===== config.mk =====
export PLATFORM = sky130hd
export DESIGN_NAME = mips_multicycle
export DESIGN_NICKNAME = d
export VERILOG_FILES = /design/src/rtl/mips_multicycle.sv
export SDC_FILE = /design/constraint.sdc
export NUM_CORES = 2
export LEC_CHECK = 0
export ABC_AREA = 1
export ABC_CLOCK_PERIOD_IN_PS = 4900
export CAP_MARGIN = 5
export CORE_UTILIZATION = 30
export DETAILED_ROUTE_END_ITERATION = 12
export HOLD_SLACK_MARGIN = 0.15
export SKIP_LAST_GASP = 1
export SLEW_MARGIN = 20
export SYNTH_ARGS = -nofsm -noshare
export SYNTH_HDL_FRONTEND = slang
export SYNTH_SLANG_ARGS = --single-unit

===== constraint.sdc =====
create_clock -name clock -period 4.9 [get_ports clock]
set_input_delay 0.98 -clock clock [delete_from_list [all_inputs] [get_ports clock]]
set_output_delay 0.98 -clock clock [all_outputs]
set_load 0.01 [all_outputs]

===== src/rtl/mips_multicycle.sv =====
// Multicycle MIPS core: one shared ALU, one unified memory port (req/ready),
// FETCH/DECODE/EXEC/MEM/WB sequencing, retired-instruction counter and
// a halt on any opcode/funct outside the supported subset.
// Ports:
//   clock, reset        rising-edge clock, async active-low reset
//   mem_req/we/addr/wdata  memory request, held until mem_req & mem_ready
//   mem_rdata, mem_ready   read data and completion from memory
//   PCOut, ALUResultOut    current PC and registered ALU result
//   halted, instret        halt flag and retired-instruction count
module mips_multicycle #(
  parameter logic [31:0] RESET_PC = 32'h0000_0000,
  parameter int unsigned CNT_W    = 32
) (
  input  logic             clock,
  input  logic             reset,
  output logic             mem_req,
  output logic             mem_we,
  output logic [31:0]      mem_addr,
  output logic [31:0]      mem_wdata,
  input  logic [31:0]      mem_rdata,
  input  logic             mem_ready,
  output logic [31:0]      PCOut,
  output logic [31:0]      ALUResultOut,
  output logic             halted,
  output logic [CNT_W-1:0] instret
);

  localparam logic [5:0] OP_R = 6'h00, OP_J = 6'h02, OP_JAL = 6'h03, OP_BEQ = 6'h04,
                         OP_BNE = 6'h05, OP_ADDI = 6'h08, OP_ANDI = 6'h0C, OP_ORI = 6'h0D,
                         OP_LUI = 6'h0F, OP_LW = 6'h23, OP_SW = 6'h2B;
  localparam logic [5:0] F_SLL = 6'h00, F_SRL = 6'h02, F_JR = 6'h08, F_ADD = 6'h20,
                         F_SUB = 6'h22, F_AND = 6'h24, F_OR = 6'h25, F_SLT = 6'h2A;

  typedef enum logic [2:0] {S_FETCH, S_DECODE, S_EXEC, S_MEM, S_WB, S_HALT} state_e;
  typedef enum logic [2:0] {ALU_ADD, ALU_SUB, ALU_AND, ALU_OR, ALU_SLT, ALU_SLL, ALU_SRL} alu_op_e;

  state_e state_q, state_d;
  logic [31:0] pc_q, pc_d, ir_q, ir_d, a_q, a_d, b_q, b_d;
  logic [31:0] alu_out_q, alu_out_d, mdr_q, mdr_d;
  logic [CNT_W-1:0] instret_q, instret_d;
  logic [31:0] rf_q [32];
  logic        rf_we;
  logic [4:0]  rf_waddr;
  logic [31:0] rf_wdata;

  // Instruction fields
  logic [5:0]  opcode, funct;
  logic [4:0]  rs, rt, rd, shamt;
  logic [15:0] imm;
  logic [31:0] imm_sx, imm_zx, pc_plus4, jump_tgt;
  assign opcode   = ir_q[31:26];
  assign rs       = ir_q[25:21];
  assign rt       = ir_q[20:16];
  assign rd       = ir_q[15:11];
  assign shamt    = ir_q[10:6];
  assign funct    = ir_q[5:0];
  assign imm      = ir_q[15:0];
  assign imm_sx   = {{16{imm[15]}}, imm};
  assign imm_zx   = {16'h0000, imm};
  assign pc_plus4 = pc_q + 32'd4;
  assign jump_tgt = {pc_plus4[31:28], ir_q[25:0], 2'b00};

  logic is_alu_r, is_jr, is_j, is_jal, is_beq, is_bne, is_addi, is_andi, is_ori;
  logic is_lui, is_lw, is_sw, legal, taken, mem_acc;

  // Instruction class decode from IR
  always_comb begin
    is_alu_r = (opcode == OP_R) &&
               (funct inside {F_ADD, F_SUB, F_AND, F_OR, F_SLT, F_SLL, F_SRL});
    is_jr    = (opcode == OP_R) && (funct == F_JR);
    is_j     = (opcode == OP_J);
    is_jal   = (opcode == OP_JAL);
    is_beq   = (opcode == OP_BEQ);
    is_bne   = (opcode == OP_BNE);
    is_addi  = (opcode == OP_ADDI);
    is_andi  = (opcode == OP_ANDI);
    is_ori   = (opcode == OP_ORI);
    is_lui   = (opcode == OP_LUI);
    is_lw    = (opcode == OP_LW);
    is_sw    = (opcode == OP_SW);
    legal    = is_alu_r | is_jr | is_j | is_jal | is_beq | is_bne | is_addi |
               is_andi | is_ori | is_lui | is_lw | is_sw;
    taken    = is_beq ? (a_q == b_q) : (a_q != b_q);
  end

  // Shared ALU: branch target in DECODE, address/result in EXEC
  alu_op_e     alu_op;
  logic [31:0] alu_a, alu_b, alu_res;
  always_comb begin
    alu_op = ALU_ADD;
    alu_a  = a_q;
    alu_b  = imm_sx;
    if (state_q == S_DECODE) begin
      alu_a = pc_plus4;
      alu_b = imm_sx << 2;
    end else if (is_alu_r) begin
      alu_b = b_q;
      case (funct)
        F_SUB:   alu_op = ALU_SUB;
        F_AND:   alu_op = ALU_AND;
        F_OR:    alu_op = ALU_OR;
        F_SLT:   alu_op = ALU_SLT;
        F_SLL:   begin alu_op = ALU_SLL; alu_a = b_q; alu_b = 32'(shamt); end
        F_SRL:   begin alu_op = ALU_SRL; alu_a = b_q; alu_b = 32'(shamt); end
        default: alu_op = ALU_ADD;
      endcase
    end else if (is_andi) begin
      alu_op = ALU_AND;
      alu_b  = imm_zx;
    end else if (is_ori) begin
      alu_op = ALU_OR;
      alu_b  = imm_zx;
    end
  end

  always_comb begin
    case (alu_op)
      ALU_SUB: alu_res = alu_a - alu_b;
      ALU_AND: alu_res = alu_a & alu_b;
      ALU_OR:  alu_res = alu_a | alu_b;
      ALU_SLT: alu_res = 32'($signed(alu_a) < $signed(alu_b));
      ALU_SLL: alu_res = alu_a << alu_b[4:0];
      ALU_SRL: alu_res = alu_a >> alu_b[4:0];
      default: alu_res = alu_a + alu_b;
    endcase
  end

  // FSM state register
  always_ff @(posedge clock or negedge reset) begin
    if (!reset) state_q <= S_FETCH;
    else        state_q <= state_d;
  end

  // FSM next state
  always_comb begin
    state_d = state_q;
    case (state_q)
      S_FETCH:  if (mem_acc) state_d = S_DECODE;
      S_DECODE: state_d = legal ? S_EXEC : S_HALT;
      S_EXEC: begin
        if (is_beq || is_bne || is_j || is_jr) state_d = S_FETCH;
        else if (is_lw || is_sw)               state_d = S_MEM;
        else                                   state_d = S_WB;
      end
      S_MEM:    if (mem_acc) state_d = is_sw ? S_FETCH : S_WB;
      S_WB:     state_d = S_FETCH;
      default:  state_d = S_HALT;
    endcase
  end

  // FSM outputs; the request is gated by reset so it drops the instant reset asserts
  always_comb begin
    mem_req   = 1'b0;
    mem_we    = 1'b0;
    mem_addr  = 32'h0;
    mem_wdata = 32'h0;
    halted    = 1'b0;
    case (state_q)
      S_FETCH: if (reset) begin
        mem_req  = 1'b1;
        mem_addr = pc_q;
      end
      S_MEM: if (reset) begin
        mem_req   = 1'b1;
        mem_addr  = alu_out_q;
        mem_we    = is_sw;
        mem_wdata = is_sw ? b_q : 32'h0;
      end
      S_HALT:  halted = 1'b1;
      default: ;
    endcase
  end

  assign mem_acc = mem_req & mem_ready;

  // Datapath register updates and retirement
  always_comb begin
    logic retire;
    retire    = 1'b0;
    pc_d      = pc_q;
    ir_d      = ir_q;
    a_d       = a_q;
    b_d       = b_q;
    alu_out_d = alu_out_q;
    mdr_d     = mdr_q;
    rf_we     = 1'b0;
    rf_waddr  = 5'd0;
    rf_wdata  = 32'h0;
    case (state_q)
      S_FETCH: if (mem_acc) ir_d = mem_rdata;
      S_DECODE: begin
        a_d       = rf_q[rs];
        b_d       = rf_q[rt];
        alu_out_d = alu_res;
      end
      S_EXEC: begin
        if (is_beq || is_bne) begin
          pc_d   = taken ? alu_out_q : pc_plus4;
          retire = 1'b1;
        end else if (is_j) begin
          pc_d   = jump_tgt;
          retire = 1'b1;
        end else if (is_jr) begin
          pc_d   = a_q;
          retire = 1'b1;
        end else if (!is_lui && !is_jal) begin
          alu_out_d = alu_res;
        end
      end
      S_MEM: if (mem_acc) begin
        if (is_sw) begin
          pc_d   = pc_plus4;
          retire = 1'b1;
        end else begin
          mdr_d = mem_rdata;
        end
      end
      S_WB: begin
        rf_waddr = is_jal ? 5'd31 : ((opcode == OP_R) ? rd : rt);
        rf_we    = (rf_waddr != 5'd0);
        if (is_jal)      rf_wdata = pc_plus4;
        else if (is_lui) rf_wdata = {imm, 16'h0000};
        else if (is_lw)  rf_wdata = mdr_q;
        else             rf_wdata = alu_out_q;
        pc_d   = is_jal ? jump_tgt : pc_plus4;
        retire = 1'b1;
      end
      default: ;
    endcase
    instret_d = retire ? instret_q + CNT_W'(1) : instret_q;
  end

  always_ff @(posedge clock or negedge reset) begin
    if (!reset) begin
      pc_q      <= RESET_PC;
      ir_q      <= 32'h0;
      a_q       <= 32'h0;
      b_q       <= 32'h0;
      alu_out_q <= 32'h0;
      mdr_q     <= 32'h0;
      instret_q <= '0;
      for (int i = 0; i < 32; i++) rf_q[i] <= 32'h0;
    end else begin
      pc_q      <= pc_d;
      ir_q      <= ir_d;
      a_q       <= a_d;
      b_q       <= b_d;
      alu_out_q <= alu_out_d;
      mdr_q     <= mdr_d;
      instret_q <= instret_d;
      if (rf_we) rf_q[rf_waddr] <= rf_wdata;
    end
  end

  assign PCOut        = pc_q;
  assign ALUResultOut = alu_out_q;
  assign instret      = instret_q;

endmodule


== Word-level counts from Yosys, hierarchy flattened ==
Cells that the tools add are included.
Operators by class
  $add $sub $neg: 4
  $lt $le $gt $ge: 5
  equal/unequal tests: 38
  shifts and indexed selects: 2
  muxes and demuxes: 69
  bitwise logic cells: 18
  reductions and logical operators: 24
Operator list (count)
  1024-bit bitwise mux: 1
  32-bit 2-to-1 mux: 32
  32-bit binary-select mux with 5-bit select: 2
  32-bit one-hot mux with 6 select lines: 1
  32-bit demux with 5-bit select: 1
  32-bit one-hot mux with 2 select lines: 2
  32-bit one-hot mux with 3 select lines: 1
  6-bit == test, second input constant: 7
  32-bit by 1-bit adder with 32-bit output, second input constant: 1
  32-bit by 3-bit adder with 32-bit output, second input constant: 1
  32-bit adder: 1
  32-bit bitwise AND: 1
  32-bit == test: 1
  32-bit < comparator: 1
  32-bit inequality test: 1
  32-bit bitwise OR: 1
  32-bit by 5-bit << shifter with 32-bit output: 1
  32-bit by 5-bit >> shifter with 32-bit output: 1
  32-bit subtractor: 1
  6-bit by 4-bit == test with 1-bit output, second input constant: 5
  28-bit 2-to-1 mux: 1
  3-bit 2-to-1 mux: 8
  6-bit by 2-bit == test with 1-bit output, second input constant: 3
  6-bit >= comparator, second input constant: 3
  other kinds (31): 82
Storage, ports and cells
  flip-flop bits (word level): 1251
  input bits: 35
  output and inout port bits: 163

== Logic depth before layout (Yosys ltp) ==
  depth in word-level cells: 16
  gate-level depth with buffers: 31

== Least setup slack after synthesis ==
OpenSTA, ideal clock, no wires.
  path type: reg-to-reg
  from: register ir_q[2]
  to: register alu_out_q[27] (netlist: ALUResultOut[27])
  library setup time: 117 ps
  arrival time: 4050 ps
  required time: 4783 ps
  setup slack: 732 ps
  cell stages (with the launch flop): 28
  period minus slack after synthesis: 4168 ps
  cells stage by stage: dfrtp_1 > nor2_2 > nand3_1 > nand2_1 > inv_2 > a21oi_1 > buf_2 > clkbuf_1 > o21ai_0 > o21ai_0 > inv_1 > ha_1 > clkbuf_1 > inv_1 > nor3_1 > nand4_1 > o21ai_1 > inv_1 > o21ai_1 > nand3_1 > nand2_1 > nand2_1 > nand2_1 > a21oi_1 > o21ai_0 > nand2_1 > nor2_1 > nor2_1
Between the ends
  longest elaborated chain between the ends: 12
  elaborated cells on any way between the ends: 43
  classes of those cells: add/sub (2); eq/ne (14); shift (2); mux (17); bitwise (2); reduce/logical (6)
Ends and longest elaborated chain
  from (decl): RTL line 38  | logic [31:0] pc_q, pc_d, ir_q, ir_d, a_q, a_d, b_q, b_d;
  from (signal assigned): RTL line 245  | ir_q <= ir_d;
  6-bit == test (tied with other cells): RTL line 69  | (funct inside {F_ADD, F_SUB, F_AND, F_OR, F_SLT, F_SLL, F_SRL});
  7-bit nonzero test or 2-bit OR reduction (tied branches)
  1-bit logical AND or 32-bit 2-to-1 mux (tied branches): RTL line 68, 98
  32-bit 2-to-1 mux or 3-bit 2-to-1 mux (tied branches): RTL line 96  | end else if (is_alu_r) begin
  32-bit 2-to-1 mux or 3-bit 2-to-1 mux (tied branches): RTL line 93  | if (state_q == S_DECODE) begin
  32-bit adder (tied with other cells): RTL line 124  | default: alu_res = alu_a + alu_b;
  32-bit one-hot mux with 6 select lines: RTL line 117  | case (alu_op)
  32-bit 2-to-1 mux: RTL line 206  | end else if (!is_lui && !is_jal) begin
  32-bit 2-to-1 mux: RTL line 203  | end else if (is_jr) begin
  32-bit 2-to-1 mux: RTL line 200  | end else if (is_j) begin
  32-bit 2-to-1 mux: RTL line 197  | if (is_beq || is_bne) begin
  32-bit one-hot mux with 2 select lines: RTL line 189  | case (state_q)
  to (signal assigned): RTL line 248  | alu_out_q <= alu_out_d;
  to (decl): RTL line 39  | logic [31:0] alu_out_q, alu_out_d, mdr_q, mdr_d;
Parallel ways exist; a longest one is shown, timed or not. The select of a mux whose other input is x is not followed.
A chain may end at the register's enable or synchronous reset.

== Final worst setup path ==
  from: register ir_q[29]
  to: register alu_out_q[29] (netlist: ALUResultOut[29])
Between the ends
  longest elaborated chain between the ends: 12
  elaborated cells on any way between the ends: 47
  classes of those cells: add/sub (2); eq/ne (17); shift (2); mux (16); bitwise (2); reduce/logical (8)
Ends and longest elaborated chain
  6-bit by 4-bit == test with 1-bit output: RTL line 77  | is_ori = (opcode == OP_ORI);
  32-bit 2-to-1 mux or 2-bit 2-to-1 mux (tied branches): RTL line 110  | end else if (is_ori) begin
  32-bit 2-to-1 mux or 2-bit 2-to-1 mux (tied branches): RTL line 107  | end else if (is_andi) begin
  32-bit 2-to-1 mux or 3-bit 2-to-1 mux (tied branches): RTL line 96
  32-bit 2-to-1 mux or 3-bit 2-to-1 mux (tied branches): RTL line 93
  32-bit adder (tied with other cells): RTL line 124
  32-bit one-hot mux with 6 select lines: RTL line 117
  32-bit 2-to-1 mux: RTL line 206
  32-bit 2-to-1 mux: RTL line 203
  32-bit 2-to-1 mux: RTL line 200
  32-bit 2-to-1 mux: RTL line 197
  32-bit one-hot mux with 2 select lines: RTL line 189
Parallel ways exist; a longest one is shown, timed or not. The select of a mux whose other input is x is not followed.

==> metrics.txt <==
synthesized netlist net count=around 11000; clock share of power=51.3%; highest attainable clock frequency=roughly 210 MHz; setup TNS after final layout=0 ns; clock tree buffer depth=3; starting utilization of the core area=30.2%; Reg area=0.0313 mm²; count of cell types in the netlist=58; part of the Yosys area used for sequential elements=about two fifths; number of flops mapped to enable cells by yosys=0; routed length per instance=26.6 µm; post-detailed-route count of antenna-violating nets=0; Synth Cell Area=approximately 0.076 mm²; via count of the first global-routing pass=74300; delay of the slowest cell on the worst path=between 0.4 and 0.5 ns; width of the die=roughly 510 µm; critical path, cell by cell=nor2_4 -> nand3_1 -> a21oi_4 -> buf_12 -> buf_4 -> o21ai_0 -> o21ai_1 -> inv_1 -> ha_1 -> inv_1 -> nand2_1 -> nor2_1 -> nor3b_1 -> nand2_1 -> nand2_1 -> nand3_1 -> nand3_1 -> a21o_1 -> xor2_1 -> nor2_1 -> nor2_1 -> nand3_1 -> nand2_1 -> inv_1; mean number of vias per cell=~5.8; Buf/Inv on CP=5; P_leak=38.5 nW; RD Place Congestion=between 1 and 1.5; portion of total power attributed to sequential cells=a little under half; Detailed Place HPWL=244000 µm; maximum number of pins on one net before global-route repair=~170; switching power of the nets=~5.1 mW; number of hold violations in the final report=0; final net count=~11000; DRC errors left=0; number of I/O port buffers=between 150 and 200; flip-flop and latch count after synthesis=about 1300; setup repair after global routing missed its margin=yes; number of instances in the synthesized netlist=10800; Clock H-tree levels=4; floorplan die area=around 0.26 mm²; synthesis-to-layout area growth=14.7%; post-route fraction of the period consumed by the critical path=96.5%; total of endpoints with negative setup slack in the final report=0; placed cell count=roughly 14000; critical path class=reg2reg; CTS tree=done; clock buffers created by TritonCTS=~150; Hold Crit Class=in2async; fraction of registers with async set/reset=100%; maximum resistive drop on vdd=around 230 µV; total core area=roughly 0.25 mm²; count of synthesis-stage warnings from yosys=0; type of origin of the critical path=register; nature of the critical path endpoint=register; clock latency of the later-clocked register in the worst-skew pair=0.83 ns; overall overflow remaining after global route=0; count of max-cap constraint violations=0; power density of the placed cells=between 200 and 250 mW/mm²; wire length of the first global-routing pass=roughly 540000 µm; total vias in the final route=slightly above 80000; Req. time, crit path=5.61 ns; clock root buffer master=sky130_fd_sc_hd__clkbuf_16; normalized max-slew margin=between 10% and 20%; floorplan die height=between 500 and 600 µm; post-route minimum period=around 4.7 ns; count of standard-cell rows=between 150 and 200; arrival time of the worst setup path=5.43 ns; logic gate share of total power=1.3%; multi-input logic area=slightly below 0.04 mm²; Final Skew=0.0368 ns; Least-Margin Pin Slew=around 1.2 ns; post-CTS clock slew at the launch and capture registers of the worst setup and hold paths=approximately 0.070 ns; antenna violations before repair=23; total number of clock tree sinks=~1300; Filler Cell Count=between 20000 and 30000; result of the run=complete, no violations; io pins=around 200; final count of pins violating max slew=0; Max stage delay cell, worst path=sky130_fd_sc_hd__dfrtp_1; Routed WL=~370000 µm; Primary FF master, synth=sky130_fd_sc_hd__dfrtp_1; first-pass detailed-route iteration total=9; DR iter-0 viols=~12000; total global-route track usage=between 20 and 30%; dominant delay contributor by cell family on the critical path=simple AND/OR/NAND/NOR gates; layout cell share with drive strength beyond 1=about 7.3%; Internal Dissipation=16.8 mW; number of buffers inserted for hold repair after clock tree synthesis=0; final instance count without filler cells=14100; Max FO, Critical Path=14; switching share of power=between 20% and 30%; mean post-synth cell area=between 7 and 8 µm²
## layout by cell type, fill, tap and decap left out, types with 38 or more instances in the layout
cell type                         Yosys  routed
sky130_fd_sc_hd__nor2_1            1748    1742
sky130_fd_sc_hd__nand3_1            426     423
sky130_fd_sc_hd__o211ai_1            44      44
sky130_fd_sc_hd__nand4_1             77      77
sky130_fd_sc_hd__ha_1                99      97
sky130_fd_sc_hd__buf_4                2     325
sky130_fd_sc_hd__o21ai_1             61      66
sky130_fd_sc_hd__nand2_1           1907    1904
sky130_fd_sc_hd__xor2_1              57      57
sky130_fd_sc_hd__clkinv_2             0      54
sky130_fd_sc_hd__o221ai_1            82      82
sky130_fd_sc_hd__a21oi_1            296     294
sky130_fd_sc_hd__inv_2               59      38
sky130_fd_sc_hd__clkdlybuf4s50_1      0     196
sky130_fd_sc_hd__inv_1              438     426
sky130_fd_sc_hd__o21ai_0           2445    2439
sky130_fd_sc_hd__o22ai_1            588     588
sky130_fd_sc_hd__buf_12               0      54
sky130_fd_sc_hd__o32ai_1             41      41
sky130_fd_sc_hd__clkbuf_16            0     150
sky130_fd_sc_hd__dfrtp_1           1251    1241
## worst reg2reg max path: stages (launching register included)
cell and delay, ns:
sky130_fd_sc_hd__dfrtp_1 0.46, sky130_fd_sc_hd__nor2_4 0.19, sky130_fd_sc_hd__nand3_1 0.46, sky130_fd_sc_hd__a21oi_4 0.32, sky130_fd_sc_hd__buf_12 0.17, sky130_fd_sc_hd__buf_4 0.20
sky130_fd_sc_hd__o21ai_0 0.10, sky130_fd_sc_hd__o21ai_1 0.20, sky130_fd_sc_hd__inv_1 0.07, sky130_fd_sc_hd__ha_1 0.30, sky130_fd_sc_hd__inv_1 0.16, sky130_fd_sc_hd__nand2_1 0.17
sky130_fd_sc_hd__nor2_1 0.17, sky130_fd_sc_hd__nor3b_1 0.28, sky130_fd_sc_hd__nand2_1 0.09, sky130_fd_sc_hd__nand2_1 0.22, sky130_fd_sc_hd__nand3_1 0.18, sky130_fd_sc_hd__nand3_1 0.21
sky130_fd_sc_hd__a21o_1 0.16, sky130_fd_sc_hd__xor2_1 0.15, sky130_fd_sc_hd__nor2_1 0.06, sky130_fd_sc_hd__nor2_1 0.11, sky130_fd_sc_hd__nand3_1 0.07, sky130_fd_sc_hd__nand2_1 0.07
sky130_fd_sc_hd__inv_1 0.04
## path summary, 6_finish.rpt
kind                       slack, ns  startpoint                to  cells after the start
setup / recovery                0.17    ir_q[29]  ALUResultOut[29]                     24
hold / removal                  0.27       reset  ALUResultOut[12]                      2
setup reg to reg                0.17    ir_q[29]  ALUResultOut[29]                     24
hold reg to reg                 0.40  rf_q[1011]        rf_q[1011]                      0
max in group asynchronous       2.49       reset         rf_q[864]                      4
min in group clock              0.40  rf_q[1011]        rf_q[1011]                      0
## cells by family (layout without fill, tap and decap cells)
family | count (synthesis) | count (layout) | synth area share, %
simple gates | 4288 | 4288 | 22.6
compound gates | 3673 | 3674 | 26.3
buf+inv | 1451 | 1339 | 7.26
flops | 1251 | 1251 | 41.1
fa+ha+maj | 101 | 101 | 1.68
xor+xnor | 78 | 78 | 0.897
mux | 5 | 5 | 0.0740
other cells | 0 | 11 | 0
## cells in the mapped netlist, types with 41 or more instances
cell | instances | area (µm²)
sky130_fd_sc_hd__o211ai_1 | 44 | 330
sky130_fd_sc_hd__dfrtp_1 | 1251 | 31300
sky130_fd_sc_hd__clkbuf_1 | 854 | 3210
sky130_fd_sc_hd__ha_1 | 99 | 1240
sky130_fd_sc_hd__o22ai_1 | 588 | 3680
sky130_fd_sc_hd__nor2_1 | 1748 | 6560
sky130_fd_sc_hd__o221ai_1 | 82 | 718
sky130_fd_sc_hd__xor2_1 | 57 | 499
sky130_fd_sc_hd__o21ai_1 | 61 | 305
sky130_fd_sc_hd__buf_2 | 50 | 250
sky130_fd_sc_hd__o32ai_1 | 41 | 359
sky130_fd_sc_hd__nand3_1 | 426 | 2130
sky130_fd_sc_hd__nor3_1 | 41 | 205
sky130_fd_sc_hd__nand4_1 | 77 | 482
sky130_fd_sc_hd__nand2_1 | 1907 | 7160
sky130_fd_sc_hd__inv_2 | 59 | 221
sky130_fd_sc_hd__a21oi_1 | 296 | 1480
sky130_fd_sc_hd__o21ai_0 | 2445 | 12200
sky130_fd_sc_hd__inv_1 | 438 | 1640
## what timing repair did
item	4_1_cts	5_1_grt
resized for setup	0	18
setup buffers	0	2
endpoints found under the setup margin	0	22
## stage by stage
step | area (µm²) | utilization [%] | setup slack (ns) | power [mW] | hold WS, ns
2_1_floorplan | 76100 | - | 0.732 | 10.5 | 0.445
3_3_place_gp | 82400 | 32.7 | 0.0944 | 10.8 | 0.388
3_5_place_dp | 82400 | 32.7 | 0.0922 | 10.8 | 0.390
4_1_cts | 87200 | 34.6 | 0.0890 | 21.9 | 0.259
5_1_grt | 87300 | 34.7 | -0.121 | 22.3 | 0.281
6_report | 87300 | 34.7 | 0.173 | 21.8 | 0.270
## state kept, by name, indices dropped and copies added, names as in the netlist
name          count
mdr_q            32
rf_q           1024
a_q              32
instret          32
ALUResultOut     32
state_q           3
PCOut            32
ir_q             32
b_q              32
## metal layers
metal	part of all wire (%)	vias up	GRT usage (%)	wire, µm
met1	40	39500	37.6	149000
met3	11	990	6.28	41000
met5	0.013	-	0	47
met4	6.5	8	16.0	24300
li1	-	36400	-	-
met2	43	5195	42.5	161000
## power by group through the flow
stage / clock, mW / sequential [mW] / combinational (mW)
final: 11.2 / 10.3 / 0.294
after global routing: 11.7 / 10.3 / 0.334
after CTS: 11.3 / 10.3 / 0.308
after detailed placement: 0 / 10.5 / 0.307
after global placement: 0 / 10.5 / 0.306
after floorplan: 0 / 10.5 / 0.00371
## area by class of cell
class,count,area share [%]
inverter,504,2.25
sequential,1251,35.9
clock buffer,212,4.93
timing repair buffer,576,6.31
clock inverter,47,0.552
multi-input combinational,8146,45.2
tap,3348,4.80
antenna,11,0.0315
No activity file was read; power rests on OpenSTA's default activity.
